**src/rtl/gate_pkg.sv**
```systemverilog
// Shared definitions for the gate_scan register block: register offsets,
// CTRL/ERR bit positions and the scan engine state encoding.
package gate_pkg;

  localparam logic [2:0] REG_CTRL     = 3'd0;
  localparam logic [2:0] REG_ERR      = 3'd1;
  localparam logic [2:0] REG_GATE     = 3'd2;
  localparam logic [2:0] REG_MASK_LO  = 3'd3;
  localparam logic [2:0] REG_MASK_HI  = 3'd4;
  localparam logic [2:0] REG_DWELL_LO = 3'd5;
  localparam logic [2:0] REG_DWELL_HI = 3'd6;
  localparam logic [2:0] REG_STATUS   = 3'd7;

  localparam int CTRL_SRST     = 0;
  localparam int CTRL_SCAN_EN  = 1;
  localparam int CTRL_ONE_SHOT = 2;

  localparam int ERR_RANGE  = 0;
  localparam int ERR_LOCKED = 1;
  localparam int ERR_EMPTY  = 2;
  localparam int ERR_BUSY   = 3;
  localparam int ERR_BITS   = 4;

  typedef enum logic [1:0] {
    ST_IDLE  = 2'd0,
    ST_SEEK  = 2'd1,
    ST_DWELL = 2'd2
  } scan_state_e;

endpackage

```
**src/rtl/gate_led_dec.sv**
```systemverilog
// Registered one-hot decoder from gate number to LED bank; bit i lights for
// gate i+1, gate 0 lights nothing.
module gate_led_dec
  import gate_pkg::*;
#(
  parameter int N_GATES   = 10,
  parameter int OUT_WIDTH = $clog2(N_GATES + 1)
) (
  input  logic                 clk,
  input  logic                 res,
  input  logic                 clr,
  input  logic [OUT_WIDTH-1:0] gate,
  output logic [N_GATES-1:0]   leds
);

  logic [N_GATES-1:0] onehot_s;
  logic [N_GATES-1:0] leds_r;

  // Decode the gate number into its one-hot LED pattern
  always_comb begin
    onehot_s = '0;
    for (int i = 0; i < N_GATES; i++) begin
      if (gate == OUT_WIDTH'(i + 1)) begin
        onehot_s[i] = 1'b1;
      end else begin
        onehot_s[i] = 1'b0;
      end
    end
  end

  // LED output register
  always_ff @(posedge clk or negedge res) begin
    if (!res) begin
      leds_r <= '0;
    end else if (clr) begin
      leds_r <= '0;
    end else begin
      leds_r <= onehot_s;
    end
  end

  assign leds = leds_r;

endmodule

```
**src/rtl/gate_scan.sv**
```systemverilog
// Register-mapped gate selector with key lockouts and an optional scan engine.
// Define GATE_SCAN_AUTO_EN to build the scan FSM with its MASK/DWELL registers.
module gate_scan
  import gate_pkg::*;
#(
  parameter int                    DATA_WIDTH  = 8,
  parameter logic [DATA_WIDTH-1:0] BASE_ADDR   = 8'h20,
  parameter int                    N_GATES     = 10,
  parameter int                    OUT_WIDTH   = $clog2(N_GATES + 1),
  parameter int                    DWELL_WIDTH = 16
) (
  input  logic                  clk,
  input  logic                  res,
  input  logic [DATA_WIDTH-1:0] addr,
  input  logic [DATA_WIDTH-1:0] data_in,
  input  logic                  we,
  input  logic                  init,
  output logic [DATA_WIDTH-1:0] data_out,
  input  logic [N_GATES-1:0]    keys,
  output logic [OUT_WIDTH-1:0]  out,
  output logic [N_GATES-1:0]    leds,
  output logic                  scan_active,
  output logic                  gate_strobe
);

  localparam int                    WIDE     = 2 * DATA_WIDTH;
  localparam logic [DATA_WIDTH-1:0] MAX_GATE = DATA_WIDTH'(N_GATES);

  if (N_GATES < 1 || N_GATES > WIDE || DWELL_WIDTH < 1 || DWELL_WIDTH > WIDE) begin : g_bad_cfg
    $error("gate_scan: N_GATES or DWELL_WIDTH out of range");
  end

  // Returns vec[gate-1], or 0 for gate numbers outside 1..N_GATES
  function automatic logic bit_at(input logic [N_GATES-1:0] vec, input int gate);
    logic r;
    r = 1'b0;
    for (int i = 0; i < N_GATES; i++) begin
      if (gate == i + 1) begin
        r = vec[i];
      end else begin
        r = r;
      end
    end
    return r;
  endfunction

  logic [N_GATES-1:0]    keys_meta_r, keys_sync_r;
  logic [ERR_BITS-1:0]   err_r, err_next_s, err_gate_s, err_scan_s, w1c_s;
  logic [OUT_WIDTH-1:0]  gate_r, gate_next_s, out_r, out_next_s;
  logic [DATA_WIDTH-1:0] data_out_r, rdata_s, off_s, ctrl_rd_s;
  logic [WIDE-1:0]       mask_rd_s, dwell_rd_s;
  logic                  strobe_r, busy_s, clear_s, mapped_s;
  logic                  wr_ctrl_s, wr_err_s, wr_gate_s;
  logic [2:0]            reg_s;

  assign off_s     = addr - BASE_ADDR;
  assign mapped_s  = off_s < DATA_WIDTH'(8);
  assign reg_s     = off_s[2:0];
  assign wr_ctrl_s = we & mapped_s & (reg_s == REG_CTRL);
  assign wr_err_s  = we & mapped_s & (reg_s == REG_ERR);
  assign wr_gate_s = we & mapped_s & (reg_s == REG_GATE);
  assign clear_s   = init | (wr_ctrl_s & data_in[CTRL_SRST]);
  assign w1c_s     = wr_err_s ? data_in[ERR_BITS-1:0] : '0;

  // Key synchroniser; resets to all-locked so nothing is granted before real key levels arrive
  always_ff @(posedge clk or negedge res) begin
    if (!res) begin
      keys_meta_r <= '1;
      keys_sync_r <= '1;
    end else begin
      keys_meta_r <= keys;
      keys_sync_r <= keys_meta_r;
    end
  end

  // Manual GATE write: range and lockout checks, rejected while scanning
  always_comb begin
    gate_next_s = gate_r;
    err_gate_s  = '0;
    if (wr_gate_s) begin
      if (busy_s) begin
        err_gate_s[ERR_BUSY] = 1'b1;
      end else if (data_in > MAX_GATE) begin
        gate_next_s           = '0;
        err_gate_s[ERR_RANGE] = 1'b1;
      end else if (bit_at(keys_sync_r, int'(data_in))) begin
        gate_next_s            = '0;
        err_gate_s[ERR_LOCKED] = 1'b1;
      end else begin
        gate_next_s = OUT_WIDTH'(data_in);
      end
    end else begin
      gate_next_s = gate_r;
    end
  end

  assign err_next_s = (err_r & ~w1c_s) | err_gate_s | err_scan_s;

`ifdef GATE_SCAN_AUTO_EN
  localparam logic [WIDE-1:0]      ONES        = {WIDE{1'b1}};
  localparam logic [WIDE-1:0]      MASK_VALID  = ONES >> (WIDE - N_GATES);
  localparam logic [WIDE-1:0]      DWELL_VALID = ONES >> (WIDE - DWELL_WIDTH);
  localparam logic [OUT_WIDTH-1:0] LAST_GATE   = OUT_WIDTH'(N_GATES);

  scan_state_e            state_r, state_next_s;
  logic                   scan_en_r, scan_en_next_s, one_shot_r, active_r, scan_stop_s;
  logic [WIDE-1:0]        mask_r, dwell_r;
  logic [OUT_WIDTH-1:0]   cand_r, cand_next_s, tried_r, tried_next_s, out_scan_s;
  logic [DWELL_WIDTH-1:0] cnt_r, cnt_next_s, dwell_len_s;
  logic                   hit_s, exhaust_s, cand_last_s, out_last_s, leave_dwell_s;
  logic                   wr_mask_lo_s, wr_mask_hi_s, wr_dwell_lo_s, wr_dwell_hi_s;

  assign wr_mask_lo_s  = we & mapped_s & (reg_s == REG_MASK_LO);
  assign wr_mask_hi_s  = we & mapped_s & (reg_s == REG_MASK_HI);
  assign wr_dwell_lo_s = we & mapped_s & (reg_s == REG_DWELL_LO);
  assign wr_dwell_hi_s = we & mapped_s & (reg_s == REG_DWELL_HI);

  assign dwell_len_s   = (dwell_r[DWELL_WIDTH-1:0] == '0) ? DWELL_WIDTH'(1) : dwell_r[DWELL_WIDTH-1:0];
  assign hit_s         = bit_at(mask_r[N_GATES-1:0], int'(cand_r)) & ~bit_at(keys_sync_r, int'(cand_r));
  assign exhaust_s     = tried_r == OUT_WIDTH'(N_GATES - 1);
  assign cand_last_s   = cand_r == LAST_GATE;
  assign out_last_s    = out_r == LAST_GATE;
  assign leave_dwell_s = bit_at(keys_sync_r, int'(out_r)) | (cnt_r <= DWELL_WIDTH'(1));
  assign busy_s        = state_r != ST_IDLE;

  // Scan FSM state register
  always_ff @(posedge clk or negedge res) begin
    if (!res) begin
      state_r <= ST_IDLE;
    end else if (clear_s) begin
      state_r <= ST_IDLE;
    end else begin
      state_r <= state_next_s;
    end
  end

  // Scan FSM next-state logic
  always_comb begin
    state_next_s = state_r;
    case (state_r)
      ST_IDLE: begin
        if (scan_en_r) state_next_s = ST_SEEK;
        else           state_next_s = ST_IDLE;
      end
      ST_SEEK: begin
        if (!scan_en_r)                                 state_next_s = ST_IDLE;
        else if (hit_s)                                 state_next_s = ST_DWELL;
        else if (exhaust_s || (cand_last_s && one_shot_r)) state_next_s = ST_IDLE;
        else                                            state_next_s = ST_SEEK;
      end
      ST_DWELL: begin
        if (!scan_en_r)                         state_next_s = ST_IDLE;
        else if (!leave_dwell_s)                state_next_s = ST_DWELL;
        else if (out_last_s && one_shot_r)      state_next_s = ST_IDLE;
        else                                    state_next_s = ST_SEEK;
      end
      default: state_next_s = ST_IDLE;
    endcase
  end

  // Scan FSM outputs: candidate walk, dwell countdown, hardware stop and empty error
  always_comb begin
    cand_next_s  = cand_r;
    tried_next_s = tried_r;
    cnt_next_s   = cnt_r;
    out_scan_s   = out_r;
    scan_stop_s  = 1'b0;
    err_scan_s   = '0;
    case (state_r)
      ST_IDLE: begin
        cand_next_s  = OUT_WIDTH'(1);
        tried_next_s = '0;
      end
      ST_SEEK: begin
        if (!scan_en_r) begin
          cand_next_s = cand_r;
        end else if (hit_s) begin
          out_scan_s   = cand_r;
          cnt_next_s   = dwell_len_s;
          tried_next_s = '0;
        end else begin
          err_scan_s[ERR_EMPTY] = exhaust_s;
          scan_stop_s  = exhaust_s | (cand_last_s & one_shot_r);
          cand_next_s  = cand_last_s ? OUT_WIDTH'(1) : cand_r + OUT_WIDTH'(1);
          tried_next_s = tried_r + OUT_WIDTH'(1);
        end
      end
      ST_DWELL: begin
        if (!scan_en_r) begin
          cnt_next_s = cnt_r;
        end else if (leave_dwell_s) begin
          cand_next_s  = out_last_s ? OUT_WIDTH'(1) : out_r + OUT_WIDTH'(1);
          tried_next_s = '0;
          scan_stop_s  = out_last_s & one_shot_r;
        end else begin
          cnt_next_s = cnt_r - DWELL_WIDTH'(1);
        end
      end
      default: begin
        cand_next_s  = OUT_WIDTH'(1);
        tried_next_s = '0;
      end
    endcase
  end

  // A CTRL write in the same cycle as a hardware stop keeps the written scan_en
  assign scan_en_next_s = wr_ctrl_s ? data_in[CTRL_SCAN_EN] : (scan_stop_s ? 1'b0 : scan_en_r);
  assign out_next_s     = (state_next_s == ST_IDLE) ? gate_next_s : out_scan_s;

  // Scan configuration and datapath registers
  always_ff @(posedge clk or negedge res) begin
    if (!res) begin
      scan_en_r  <= 1'b0;
      one_shot_r <= 1'b0;
      active_r   <= 1'b0;
      mask_r     <= '0;
      dwell_r    <= '0;
      cand_r     <= '0;
      tried_r    <= '0;
      cnt_r      <= '0;
    end else if (clear_s) begin
      scan_en_r  <= 1'b0;
      one_shot_r <= 1'b0;
      active_r   <= 1'b0;
      mask_r     <= '0;
      dwell_r    <= '0;
      cand_r     <= '0;
      tried_r    <= '0;
      cnt_r      <= '0;
    end else begin
      scan_en_r  <= scan_en_next_s;
      one_shot_r <= wr_ctrl_s ? data_in[CTRL_ONE_SHOT] : one_shot_r;
      active_r   <= state_next_s != ST_IDLE;
      if (wr_mask_lo_s)      mask_r <= {mask_r[WIDE-1:DATA_WIDTH], data_in} & MASK_VALID;
      else if (wr_mask_hi_s) mask_r <= {data_in, mask_r[DATA_WIDTH-1:0]} & MASK_VALID;
      else                   mask_r <= mask_r;
      if (wr_dwell_lo_s)      dwell_r <= {dwell_r[WIDE-1:DATA_WIDTH], data_in} & DWELL_VALID;
      else if (wr_dwell_hi_s) dwell_r <= {data_in, dwell_r[DATA_WIDTH-1:0]} & DWELL_VALID;
      else                    dwell_r <= dwell_r;
      cand_r  <= cand_next_s;
      tried_r <= tried_next_s;
      cnt_r   <= cnt_next_s;
    end
  end

  assign ctrl_rd_s   = DATA_WIDTH'({one_shot_r, scan_en_r, 1'b0});
  assign mask_rd_s   = mask_r;
  assign dwell_rd_s  = dwell_r;
  assign scan_active = active_r;
`else
  assign busy_s      = 1'b0;
  assign err_scan_s  = '0;
  assign out_next_s  = gate_next_s;
  assign ctrl_rd_s   = '0;
  assign mask_rd_s   = '0;
  assign dwell_rd_s  = '0;
  assign scan_active = 1'b0;
`endif

  // Register read multiplexer
  always_comb begin
    rdata_s = '0;
    if (mapped_s) begin
      case (reg_s)
        REG_CTRL:     rdata_s = ctrl_rd_s;
        REG_ERR:      rdata_s = DATA_WIDTH'(err_r);
        REG_GATE:     rdata_s = DATA_WIDTH'(gate_r);
        REG_MASK_LO:  rdata_s = mask_rd_s[DATA_WIDTH-1:0];
        REG_MASK_HI:  rdata_s = mask_rd_s[WIDE-1:DATA_WIDTH];
        REG_DWELL_LO: rdata_s = dwell_rd_s[DATA_WIDTH-1:0];
        REG_DWELL_HI: rdata_s = dwell_rd_s[WIDE-1:DATA_WIDTH];
        REG_STATUS:   rdata_s = DATA_WIDTH'(out_r);
        default:      rdata_s = '0;
      endcase
    end else begin
      rdata_s = '0;
    end
  end

  // Error, gate, output and read-data registers
  always_ff @(posedge clk or negedge res) begin
    if (!res) begin
      err_r      <= '0;
      gate_r     <= '0;
      out_r      <= '0;
      strobe_r   <= 1'b0;
      data_out_r <= '0;
    end else if (clear_s) begin
      err_r      <= '0;
      gate_r     <= '0;
      out_r      <= '0;
      strobe_r   <= 1'b0;
      data_out_r <= '0;
    end else begin
      err_r      <= err_next_s;
      gate_r     <= gate_next_s;
      out_r      <= out_next_s;
      strobe_r   <= out_next_s != out_r;
      data_out_r <= rdata_s;
    end
  end

  gate_led_dec #(
    .N_GATES   (N_GATES),
    .OUT_WIDTH (OUT_WIDTH)
  ) u_led_dec (
    .clk  (clk),
    .res  (res),
    .clr  (clear_s),
    .gate (out_r),
    .leds (leds)
  );

  assign out         = out_r;
  assign gate_strobe = strobe_r;
  assign data_out    = data_out_r;

endmodule
```
**config.mk**
```make
export PLATFORM = sky130hd
export DESIGN_NAME = gate_scan
export DESIGN_NICKNAME = d
export VERILOG_FILES = /design/src/rtl/gate_pkg.sv /design/src/rtl/gate_led_dec.sv /design/src/rtl/gate_scan.sv
export SDC_FILE = /design/constraint.sdc
export NUM_CORES = 1
export LEC_CHECK = 0
export CAP_MARGIN = 25
export CORE_UTILIZATION = 46
export DETAILED_ROUTE_END_ITERATION = 8
export GPL_TIMING_DRIVEN = 0
export PLACE_DENSITY = 0.78
export SYNTH_ARGS = -nofsm -noshare
export SYNTH_HDL_FRONTEND = slang
export SYNTH_SLANG_ARGS = --single-unit
```
**constraint.sdc**
```tcl
create_clock -name clk -period 2 [get_ports clk]
set_input_delay 0.6 -clock clk [delete_from_list [all_inputs] [get_ports clk]]
set_output_delay 0.6 -clock clk [all_outputs]
set_load 0.01 [all_outputs]
```
==> results.py, run 1 <==
metrics = {
    "outcome": {
        "status": "finished with violations",
        "failed_checks": "setup timing",
    },
    "sta": {
        "rsz0062_at_grt": "true",
        "max_freq_mhz": 485,
        "drv_slew": 0,
        "setup_viol": 13,
        "slew-limit-headroom_pct": 42.1,
        "setup_tns_ns": -0.330,
        "final.min_clock_period_ns": 2.06,
        "setup_slack_ns": -0.0606,
        "hold_viol_final": 0,
        "final.setup_skew_ns": 0.00639,
        "tightest_slew_ns": 0.869,
        "fin_crit_sh_pct": 103,
    },
    "clock_tree": {
        "htreeDepth": 2,
        "cts_tree": "built",
        "cts_made_buffers": 5,
        "cts_root_buffer": "clkbuf_8",
        "cts.clk_slew.worst_paths_ns": 0.08,
        "cts.path.max_buffers": 2,
        "clk_latency_ns": 0.29,
        "cts_sinks": 43,
        "ctsHoldBuffers": 0,
    },
    "critical_path": {
        "crit_arrival_ns": 2.24,
        "path_max_fanout": 5,
        "slowest_stage": "or3_4",
        "crit_chain": "buf_8, inv_8, ha_4, nand4bb_4, or3_4, o41ai_4, buf_4, nand3b_1, nor2_1",
        "path_class": "input port to flip-flop",
        "path_delay_family": "simple AND/OR/NAND/NOR gates",
        "startpoint_type": "input port",
        "setup.worst_path.end_class": "flip-flop",
        "required_ns": 2.18,
        "r2r_setup_slack_ns": 0.31,
        "worst-path-buf-inv": 3,
        "cpPeakStageDelay_ns": 0.43,
        "cp-startpoint": "addr[5]",
        "reg2reg_from": "keys_sync_r[0]",
    },
    "logic_synthesis": {
        "yosys.area.top_type": "dfrtp_1",
        "synth.area.mux_share_pct": 3.27,
        "ys_seq_area_share_pct": 59.9,
        "syn_inst": 164,
        "synth_area_leaders": "dfrtp_1 31%, dfstp_2 29%, nor2_1 4.1%",
        "yosysWarnings": 0,
        "synthAdderAreaFrac_pct": 0.681,
        "ys.flop_type": "dfrtp_1",
        "async_flop_share_pct": 100,
        "synth_top_family_by_area": "simple AND/OR/NAND/NOR gates",
        "yosys.area_share.simple_pct": 18.7,
        "synth_xor_xnor_area_share_pct": 1.43,
        "ys_seq_elements": 43,
        "synth_edf_count": 0,
        "synth_top_area_share_pct": 31.3,
        "avgSynthCellArea_um2": 11.2,
        "ys_types": 44,
        "syn_area_um2": 1840,
        "synth-compound-area-share_pct": 11.0,
    },
    "power_and_ir_drop": {
        "leakagePower_nw": 1.11,
        "netSwitchingFraction_pct": 21.6,
        "combPwrFrac_pct": 10.7,
        "p_per_area_nw_per_um2": 649,
        "ir_drop_v": 0.000424,
        "fin_total_pwr_mw": 1.73,
        "seqPwrFrac_pct": 52.7,
        "p_int_mw": 1.35,
        "pwr-share-clk_pct": 36.6,
        "p_switching_mw": 0.374,
    },
    "global_routing": {
        "grt_pass1_wl_mm": 6.53,
        "grt_usage_pct": 20.7,
        "antenna_found_initial": 0,
        "grt_pass1_vias": 1492,
        "grt_max_degree": 44,
        "overflow": 0,
    },
    "layout": {
        "finalNonFillerCells": 279,
        "fin_nets": 261,
        "area_delta_synth_final_pct": 44.9,
        "ff_latch_area_um2": 1100,
        "fin_util_pct": 71.2,
        "drive_above_1_share_pct": 31.6,
        "n_antenna_cell": 0,
        "layout_common_cells": "31 x clkdlybuf4s50_1, 21 x dfrtp_1, 20 x dfstp_2",
        "multiInputGateArea_um2": 751,
        "n_fill_cell": 269,
        "layout_commonest_cell": "clkdlybuf4s50_1",
    },
    "hold_path": {
        "min_path_type": "flip-flop to flip-flop",
        "worstHoldStart": "keys_meta_r[4]",
    },
    "floorplanning": {
        "dieArea_um2": 4250,
        "ios": 54,
        "rows": 22,
        "initial_core_util_pct": 49.1,
        "core_um2": 3740,
        "chipWidth_um": 65.2,
        "die_y_um": 65.2,
    },
    "placement": {
        "place_congestion": 0.826,
        "port-buffer-count": 46,
        "dp_cells": 262,
        "dp_hpwl_mm": 2.77,
        "place_ws_ns": -0.879,
    },
    "job": {
        "cap_violations": 0,
    },
    "route": {
        "vias": 1447,
        "drc": 0,
        "dr.first_iter.drc_count": 54,
        "routed_via_density": 5.19,
        "routed_wl_mm": 3.89,
        "post_drt_wl_per_cell_um": 13.9,
        "ant_nets": 0,
        "drt_first_pass_iters": 4,
    },
}
## what timing repair did
action	4_1_cts	5_1_grt
cloned	0	1
pin swaps	13	4
endpoints found under the setup margin	24	24
resized for setup	38	8
setup buffers	5	3
## per-layer routing
layer	vias up	GRT usage [%]	routed length (µm)
met1	703	23.2	1430
met2	51	35.4	2140
met3	10	5.90	201
li1	683	-	-
met4	0	11.1	112
met5	-	0	0
## final cells by class
type | instances | area share [%]
buffer | 11 | 3.24
timing repair buffer | 55 | 19.2
clock inverter | 1 | 0.188
tap | 48 | 2.25
inverter | 7 | 1.46
sequential | 43 | 41.4
multi-input combinational | 107 | 28.2
clock buffer | 7 | 4.04
## path summary, 6_finish.rpt
path                                          end  depth (start not counted)
worst max-delay path            u_led_dec.leds[5]                          9
worst min-delay path               keys_sync_r[4]                          0
worst max register to register        gate_strobe                          5
worst min register to register     keys_sync_r[4]                          0
max in group asynchronous                  out[0]                          1
min in group asynchronous                err_r[0]                          1
## Yosys cell counts, types with 2 or more instances
master	count
a21oi_1	9
a22oi_1	4
buf_2	3
buf_4	5
clkbuf_1	3
dfrtp_1	23
dfstp_2	20
inv_1	7
mux2_1	3
nand2_1	14
nand2b_1	7
nand3_1	3
nand3b_1	2
nor2_1	20
nor2b_1	2
nor4_1	5
o21ai_0	4
or3_1	3
xnor2_1	2
## sequential cells by signal (all words and copies together), names as in the netlist
name	flops
data_out	4
err_r	4
gate_strobe	1
keys_meta_r	10
keys_sync_r	10
out	4
u_led_dec.leds	10
## power groups by stage
stage	combinational, mW	clock, mW	sequential (mW)
2_1_floorplan	0.0730	0	0.925
3_3_place_gp	0.160	0	0.925
3_5_place_dp	0.164	0	0.927
4_1_cts	0.179	0.650	0.912
5_1_grt	0.202	0.685	0.913
6_report	0.185	0.632	0.911
## metrics by stage
| step | hold WS (ns) | area [µm²] |
|---|---|---|
| global placement | 0.346 | 2430 |
| CTS | 0.359 | 2630 |
| global route | 0.358 | 2660 |
| detailed placement | 0.347 | 2420 |
| floorplan | 0.304 | 1910 |
| finish | 0.356 | 2660 |
## cell families (layout without fill, tap and decap cells)
| group | after synthesis | after routing |
|---|---|---|
| AND/OR/NAND/NOR | 66 | 66 |
| buffers and inverters | 18 | 81 |
| XOR/XNOR | 3 | 3 |
| flip-flops | 43 | 43 |
| other | 1 | 5 |
| adder cells (fa/ha/maj) | 1 | 1 |
| AO/OA/AOI/OAI | 27 | 27 |
| multiplexers | 5 | 5 |
Note: power is estimated with default switching activity, not from simulation.
==> run 2, diff against run 1 <==
- ABC_AREA: not set -> 1
- CORE_UTILIZATION: 46 -> 47
- PLACE_DENSITY: 0.78 -> 0.79
==> run 2 against run 1 <==
The flow now finishes without violations. Worst setup slack gained 0.15 ns. Fmax grew 8.1%. Clock power shrank 10%. Cell area shrank 0.14%. First-iteration DRC count shrank 5.6%. Count of clock-buffer cells in the layout shrank 1. Power shrank 4.2%. Sequential power is essentially flat. Non-clock buffer count shrank 1. Synthesized cell count grew 26%. Critical path type unchanged. Critical endpoint is now gate_strobe. Largest cell class unchanged. Highest routed layer unchanged.
==> results.py, run 2 <==
metrics = {
    "power_and_ir_drop": {
        "leakagePower_nw": 1.26,
        "p_per_area_nw_per_um2": 623,
        "ir_drop_v": 0.000519,
        "fin_total_pwr_mw": 1.66,
    },
    "clock_tree": {
        "cts_sinks": 43,
        "cts.path.max_buffers": 2,
        "ctsHoldBuffers": 0,
        "clk_latency_ns": 0.30,
        "cts.clk_slew.worst_paths_ns": 0.07,
        "cts_root_buffer": "clkbuf_8",
        "htreeDepth": 2,
        "cts_made_buffers": 5,
        "cts_tree": "built",
    },
    "logic_synthesis": {
        "avgSynthCellArea_um2": 9.04,
        "syn_inst": 206,
        "yosys.area.top_type": "dfrtp_1",
        "ys_seq_area_share_pct": 59.1,
        "ys.flop_type": "dfrtp_1",
        "synth_area_leaders": "dfrtp_1 31%, dfstp_2 28%, nand2_1 6.9%",
        "synth_top_area_share_pct": 30.9,
        "synth_edf_count": 0,
        "synth_most_common_cell": "nand2_1",
        "synthTopCellsByCount": "34 x nand2_1, 31 x inv_1, 26 x nor2_1",
        "ys_seq_elements": 43,
        "ys_types": 25,
        "yosysWarnings": 0,
        "syn_area_um2": 1860,
        "async_flop_share_pct": 100,
    },
    "layout": {
        "n_fill_cell": 308,
        "layout_common_cells": "38 x clkdlybuf4s50_1, 30 x nand2_1, 28 x inv_1",
        "design_area_um2": 2660,
        "n_antenna_cell": 0,
        "fin_nets": 306,
        "drive_above_1_share_pct": 27.5,
        "layout_commonest_cell": "clkdlybuf4s50_1",
        "area_delta_synth_final_pct": 42.8,
    },
    "sta": {
        "final.setup_skew_ns": 0.00708,
        "drv_slew": 0,
        "setup_slack_ns": 0.0934,
        "max_freq_mhz": 525,
        "setup_tns_ns": 0,
        "setup_viol": 0,
        "tightest_slew_ns": 0.878,
        "slew-limit-headroom_pct": 41.5,
        "hold_viol_final": 0,
        "fin_crit_sh_pct": 95.3,
        "final.min_clock_period_ns": 1.91,
    },
    "hold_path": {
        "worstHoldStart": "keys_meta_r[5]",
        "min_delay_path_depth": 0,
        "min_path_type": "flip-flop to flip-flop",
        "min_to": "keys_sync_r[5]",
    },
    "critical_path": {
        "path_class": "input port to flip-flop",
        "reg2reg_to": "gate_strobe",
        "crit_arrival_ns": 2.09,
        "reg2reg_from": "keys_sync_r[8]",
        "required_ns": 2.19,
        "r2r_cells": 12,
        "setup.worst_path.end_class": "flip-flop",
        "path_max_fanout": 3,
        "r2r_setup_slack_ns": 0.50,
        "startpoint_type": "input port",
    },
    "global_routing": {
        "overflow": 0,
        "grt_pass1_vias": 1451,
        "grt_max_degree": 44,
        "antenna_found_initial": 0,
        "grt_usage_pct": 19.4,
        "grt_pass1_wl_mm": 6.09,
    },
    "placement": {
        "port-buffer-count": 48,
        "place_congestion": 0.955,
        "placement.cell_area_um2": 2410,
        "place_ws_ns": -0.672,
        "dp_hpwl_mm": 2.59,
    },
    "job": {
        "cap_violations": 0,
    },
    "route": {
        "ant_nets": 0,
        "drc": 0,
        "post_drt_wl_per_cell_um": 11.6,
        "drt_first_pass_iters": 4,
        "vias": 1590,
        "routed_via_density": 4.91,
        "dr.first_iter.drc_count": 51,
        "routed_wl_mm": 3.76,
    },
    "floorplanning": {
        "ios": 54,
        "dieArea_um2": 4220,
        "die_y_um": 65.0,
        "initial_core_util_pct": 49.8,
        "core_um2": 3740,
        "chipWidth_um": 65.0,
        "rows": 22,
    },
    "outcome": {
        "status": "finished, final reports clean",
    },
}
run 2: kinds of logic (layout without fill, tap and decap cells):
logic type | count (synthesis) | count (layout) | share of synthesized area, %
and+or+nand+nor | 94 | 94 | 22.8
DFF | 43 | 43 | 59.1
buffers and inverters | 41 | 107 | 9.40
AOI/OAI and AO/OA | 26 | 26 | 7.79
adders and majority gates | 1 | 1 | 0.671
other | 1 | 5 | 0.201
run 2: per-layer routing:
metal | GRT usage (%) | wire length [µm]
met2 | 33.5 | 1910
met3 | 4.93 | 263
met1 | 21.1 | 1470
met5 | 0 | 0
met4 | 11.7 | 114
run 2: cell type report:
class,instances,area [µm²],share of cell area [%]
Inverter,34,128,4.80
Clock inverter,2,15.0,0.564
Sequential cell,43,1100,41.5
Buffer,7,56.3,2.12
Multi-Input combinational cell,126,662,24.9
Timing Repair Buffer,58,552,20.7
Clock buffer,6,82.6,3.10
Tap cell,48,60.1,2.26
run 2: what timing repair did:
item	in CTS	in global routing
pin swaps	8	13
cloned	0	1
resized for setup	11	25
buffers inserted	5	4
setup endpoints to repair	23	20
run 2: power by group:
| group | switching [mW] | total, mW | internal [mW] |
|---|---|---|---|
| combinational | 0.0925 | 0.176 | 0.0840 |
| clock | 0.287 | 0.569 | 0.282 |
| sequential | 0.00512 | 0.911 | 0.905 |
run 2: through the flow:
| step | instances | utilization (%) | hold WS, ns |
|---|---|---|---|
| 2_1_floorplan | 210 | - | 0.304 |
| 3_3_place_gp | 306 | 64.6 | 0.345 |
| 3_5_place_dp | 306 | 64.5 | 0.347 |
| 4_1_cts | 319 | 69.0 | 0.359 |
| 5_1_grt | 324 | 71.1 | 0.362 |
| 6_report | 324 | 71.1 | 0.357 |
run 2: critical path, cell delays in order:
cell and delay [ns]:
clkdlybuf4s50_1 0.40, inv_1 0.07, nand2_2 0.06, nor2_4 0.14
nand4_1 0.21, nor3_2 0.20, nand2_1 0.11, nand3_1 0.09
nand2_1 0.06, nor2_2 0.10, a21oi_2 0.06
run 2: worst max path at each step:
| stage | from | endpoint | slack (ns) | cells after the start |
|---|---|---|---|---|
| 2_1_floorplan | addr[5] | gate_strobe | 0.03 | 13 |
| 3_3_place_gp | res | gate_strobe | -0.62 | 1 |
| 3_5_place_dp | addr[5] | gate_strobe | -0.67 | 14 |
| 4_1_cts | addr[5] | gate_strobe | 0.03 | 14 |
| 5_1_grt | addr[7] | gate_strobe | -0.05 | 11 |
| 6_report | addr[3] | gate_strobe | 0.09 | 11 |
